<file path="src/rtl/button_press_classifier.sv">
// Classifies debounced button gestures into short, double and long presses with a hold level.
// Optional macro BUTTON_AUTOREPEAT_EN: re-pulse long_press every REPEAT_MS while held.
module button_press_classifier #(
  parameter int unsigned TICK_DIV  = 50000,
  parameter int unsigned LONG_MS   = 5000,
  parameter int unsigned DBL_MS    = 300,
  parameter int unsigned REPEAT_MS = 200
) (
  input  logic clk,
  input  logic reset,
  input  logic db_level,
  output logic short_press,
  output logic double_press,
  output logic long_press,
  output logic hold_active,
  output logic busy
);

  localparam int unsigned PW = (TICK_DIV > 1) ? $clog2(TICK_DIV) : 1;
  localparam logic [PW-1:0] PRESC_MAX = PW'(TICK_DIV - 1);
  localparam logic [15:0] LONG_LIM = 16'(LONG_MS);
  localparam logic [15:0] DBL_LIM  = 16'(DBL_MS);
  localparam logic [15:0] MS_SAT   = 16'hFFFF;

  if (TICK_DIV < 2 || LONG_MS < 1 || LONG_MS > 65535 || DBL_MS < 1 || DBL_MS > 65535 ||
      REPEAT_MS < 1 || REPEAT_MS > 65535) begin : g_bad_param
    $error("button_press_classifier: parameter out of range");
  end

  typedef enum logic [2:0] {
    S_IDLE   = 3'd0,
    S_PRESS1 = 3'd1,
    S_WAIT2  = 3'd2,
    S_PRESS2 = 3'd3,
    S_HOLD   = 3'd4
  } state_e;

  state_e          state_q, state_d;
  logic            prev_q;
  logic [PW-1:0]   presc_q, presc_d;
  logic [15:0]     ms_q, ms_d;
  logic            short_q, short_d;
  logic            double_q, double_d;
  logic            long_q, long_d;
  logic            hold_q, hold_d;
  logic            busy_q, busy_d;

  logic            rise, fall;
  logic            ms_tick;
  logic [15:0]     ms_next;
  logic            long_due, dbl_due;
  logic            restart;

  assign rise = db_level & ~prev_q;
  assign fall = ~db_level & prev_q;

  // Deadlines are judged on the post-tick value so they fire on the tick edge itself.
  assign ms_tick  = (presc_q == PRESC_MAX);
  assign ms_next  = (ms_tick && ms_q != MS_SAT) ? ms_q + 16'd1 : ms_q;
  assign long_due = (ms_next >= LONG_LIM);
  assign dbl_due  = (ms_next >= DBL_LIM);

`ifdef BUTTON_AUTOREPEAT_EN
  localparam logic [15:0] REP_LIM = 16'(REPEAT_MS);
  logic rep_due;
  assign rep_due = (ms_next >= REP_LIM);
`endif

  always_comb begin
    state_d  = state_q;
    short_d  = 1'b0;
    double_d = 1'b0;
    long_d   = 1'b0;
    restart  = 1'b0;

    unique case (state_q)
      S_IDLE: begin
        if (rise) state_d = S_PRESS1;
      end
      S_PRESS1: begin
        if (fall) begin
          state_d = S_WAIT2;
        end else if (long_due) begin
          state_d = S_HOLD;
          long_d  = 1'b1;
        end
      end
      S_WAIT2: begin
        if (rise) begin
          state_d = S_PRESS2;
        end else if (dbl_due) begin
          state_d = S_IDLE;
          short_d = 1'b1;
        end
      end
      S_PRESS2: begin
        if (fall) begin
          state_d  = S_IDLE;
          double_d = 1'b1;
        end else if (long_due) begin
          state_d = S_HOLD;
          long_d  = 1'b1;
        end
      end
      S_HOLD: begin
        if (fall) begin
          state_d = S_IDLE;
`ifdef BUTTON_AUTOREPEAT_EN
        end else if (rep_due) begin
          long_d  = 1'b1;
          restart = 1'b1;
`endif
        end
      end
      default: state_d = S_IDLE;
    endcase

    if (state_d != state_q) restart = 1'b1;

    if (restart) begin
      presc_d = '0;
      ms_d    = '0;
    end else begin
      presc_d = ms_tick ? '0 : presc_q + PW'(1);
      ms_d    = ms_next;
    end

    hold_d = (state_d == S_HOLD);
    busy_d = (state_d != S_IDLE);
  end

  // prev_q resets high so a button held through reset needs a fresh press.
  always_ff @(posedge clk) begin
    if (!reset) begin
      state_q  <= S_IDLE;
      prev_q   <= 1'b1;
      presc_q  <= '0;
      ms_q     <= '0;
      short_q  <= 1'b0;
      double_q <= 1'b0;
      long_q   <= 1'b0;
      hold_q   <= 1'b0;
      busy_q   <= 1'b0;
    end else begin
      state_q  <= state_d;
      prev_q   <= db_level;
      presc_q  <= presc_d;
      ms_q     <= ms_d;
      short_q  <= short_d;
      double_q <= double_d;
      long_q   <= long_d;
      hold_q   <= hold_d;
      busy_q   <= busy_d;
    end
  end

  assign short_press  = short_q;
  assign double_press = double_q;
  assign long_press   = long_q;
  assign hold_active  = hold_q;
  assign busy         = busy_q;

endmodule

</file>
<file path="config.mk">
export PLATFORM = sky130hd
export DESIGN_NAME = button_press_classifier
export DESIGN_NICKNAME = d
export VERILOG_FILES = /design/src/rtl/button_press_classifier.sv
export SDC_FILE = /design/constraint.sdc
export NUM_CORES = 1
export LEC_CHECK = 0
export BUFFER_PORTS_ARGS = -buffer_cell sky130_fd_sc_hd__buf_2
export CAP_MARGIN = 20
export CORE_MARGIN = 5
export CORE_UTILIZATION = 60
export DETAILED_ROUTE_END_ITERATION = 16
export HOLD_SLACK_MARGIN = 0.08
export PLACE_DENSITY = 0.86
export SYNTH_ARGS = -nofsm -noshare
export SYNTH_HDL_FRONTEND = slang
export SYNTH_SLANG_ARGS = --single-unit
export TNS_END_PERCENT = 10
</file>
<file path="constraint.sdc">
create_clock -name clk -period 4.6 [get_ports clk]
set_clock_uncertainty 0.05 [all_clocks]
set_input_delay 0.23 -clock clk [delete_from_list [all_inputs] [get_ports clk]]
set_output_delay 0.23 -clock clk [all_outputs]
set_load 0.01 [all_outputs]
</file>
==> results.txt <==
Max clock buf depth -> 2
Post-DP HPWL -> 3390 um
Reg clk slew, reported paths -> 80 ps
Post-layout nets -> 276
Setup ws final -> 1050 ps
Largest net degree at the start of global routing -> 30
Crit path max fanout -> 29
Startpoint types -> flop
Crit-path slowest cell -> nor4_4
Max transition margin -> 52.0%
Clock tree from TritonCTS -> done
Ys async rst share -> 0%
DIE HEIGHT -> 72.0 um
WL per Instance -> 15.1 um
Routed Wire Length -> 4820 um
Pre-CTS setup slack -> 1120 ps
Yosys cell types -> 49
RSZ-0062 raised after global routing -> false
Top Metal Used -> met4
Post-CTS Resized -> 0
Run status -> finished, final reports clean
Setup Total Neg Slack -> 0 ps
Max cap viols -> 0
CTS Buf Count -> 5
I/O pins -> 8
EDFF count, synth -> 0
IO Port Bufs -> 7
Worst slew pin tran -> 715 ps
Setup Crit Path Kind -> reg2reg
Leak -> 0.842 nW
Final Slew Violations -> 0
Met2 WL -> 2280 um
Met1 wire length -> 2180 um
Synth-to-layout area growth -> 5.59%
Synth area leader -> dfxtp_1
Row count -> 22
Peak Freq -> 282 MHz
DRT Pass-1 Iters -> 4
Endpoints failing setup -> 0
CP most frequent cell -> nor3_1
DRC -> 0
Skew-Pair Late Insertion Delay -> 300 ps
Post-Syn Area -> 2300 um2
Pwr dens -> 288 nW/um2
Final Hold Vio Count -> 0
GRT Util Overall -> 20.2%
# fillers -> 315
Arr. time, crit path -> 3710 ps
Post-CTS Setup Bufs -> 0
Cts hold-fix bufs -> 0
YS warnings -> 0
Top cells by area, synth -> dfxtp_1 (36%), xnor2_1 (8.4%), nor2_1 (4.6%)
Critical Path End Type -> flop
Mean Syn Cell Area -> 8.44 um2
Req. time, crit path -> 4770 ps
Via density -> 6.24
Top_reg_cell synth -> dfxtp_1
Hold crit path type -> in2reg
Synth Register Bits -> 41
Ant. Diodes -> 0
Core ar. -> 3690 um2
Root Buffer -> clkbuf_8
First-pass GRT wire length -> 8380 um
Die ar. -> 5180 um2
DRT iter0 DRCs -> 148
Post-route ant nets -> 0
Share of Yosys cell area claimed by the top area cell type -> 35.6%
Reg2Reg Depth -> 10
Die W -> 72.0 um
Initial Utilization -> 62.5%
Syn Inst Count -> 273
Max VDD drop -> 0.000208 V
CTS sink count -> 41
RePlAce Congestion -> 0.889
Tcrit/Tclk final -> 77.1%
Crit path largest cell delay -> 710 ps
Layout cells sized above 1 -> 11.4%
GRT overflow -> 0
DR vias -> 1996
Htree depth -> 2
Number of global-route vias before repair -> 1783
Mapped Nets -> 278
Initial antenna violation count -> 0
Worst path cell trace -> ha_1 -> nand4_2 -> nor4_4 -> nor3_1 -> o32a_1 -> o211a_1 -> o311ai_1 -> nand4_1 -> buf_4 -> nor3_1
Hold Crit Depth -> 2
Fin crit period -> 3550 ps
Post-synthesis sequential area ratio -> 35.6%
Met3 WL -> 266 um
cells in the final DEF (no fill, tap or decap), types with 4 or more instances in the layout:
master    instances
nor2_1           28
o21ai_0          10
xor2_1            8
clkbuf_8          5
dfxtp_1          41
nor3_1           14
o31ai_1           7
and4_1            7
nor2_2            4
nand2b_1          6
nor4_1            6
and2_1            7
nand2_1          17
buf_2             7
nand4_1          13
nand3_1          14
and3_1            9
a21oi_1           5
xnor2_1          22
Yosys cell counts, drive strengths merged, types with 8 or more instances:
cell type and instances:
dfxtp 41, nor2 32, xnor2 22, nand2 17
nand3 15, nand4 15, nor3 15, buf 13
o21ai 11, and3 9, xor2 8
cell families after synthesis:
family | Yosys count | share of synthesized area, %
fa+ha+maj | 2 | 1.09
simple gates | 142 | 35.8
xor+xnor | 30 | 11.4
flops | 41 | 35.6
buf+inv | 20 | 4.34
mux | 2 | 0.869
compound gates | 36 | 10.9
layer usage:
| metal | up-vias | global-route usage, % |
|---|---|---|
| met5 | - | 0 |
| met4 | 0 | 7.93 |
| met3 | 8 | 4.85 |
| met2 | 55 | 31.3 |
| met1 | 948 | 27.2 |
| li1 | 985 | - |
critical path: cells and delay by family, from the launching register on:
family	cells	cell delay (ps)
buf+inv	1	260
simple gates	5	1450
compound gates	3	950
fa+ha+maj	1	330
flops	1	420
metrics by stage:
stage / hold WS (ps) / power, W / instances / cell area (um2) / util, %
after floorplan: 253 / 0.000403 / 273 / 2300 / -
after global placement: 387 / 0.000410 / 312 / 2320 / 62.9
after detailed placement: 396 / 0.000412 / 312 / 2320 / 62.9
after CTS: 112 / 0.000709 / 320 / 2430 / 66.0
after global routing: 149 / 0.000731 / 320 / 2430 / 66.0
final: 114 / 0.000701 / 320 / 2430 / 66.0
path summary, 6_finish.rpt:
check	start	to	slack, ps
setup / recovery	ms_q[0]	presc_q[4]	1050
hold / removal	reset	prev_q	110
setup reg to reg	ms_q[0]	presc_q[4]	1050
hold reg to reg	presc_q[0]	presc_q[0]	410
final cells by class:
type / count / area (um2) / area share [%]
well taps: 48 / 60.1 / 2.47
multi-input cells: 212 / 1380 / 56.9
repair buffers: 8 / 42.5 / 1.75
inverters: 3 / 11.3 / 0.463
flip-flops and latches: 41 / 821 / 33.7
clock inverters: 3 / 46.3 / 1.90
clock buffers: 5 / 68.8 / 2.83
report_power, final:
group	internal, W	total, W	switching, W
Sequential	0.000363	0.000369	0.00000598
Combinational	0.0000135	0.0000352	0.0000218
Clock	0.000162	0.000298	0.000135
Total	0.000539	0.000701	0.000163
flip-flops by register name, summed over array words and instances, names as in the netlist:
name and count:
short_press 1, state_q 3, long_press 1, ms_q 16, double_press 1, prev_q 1, presc_q 16, busy 1
hold_active 1
No activity file was read; power rests on OpenSTA's default activity.
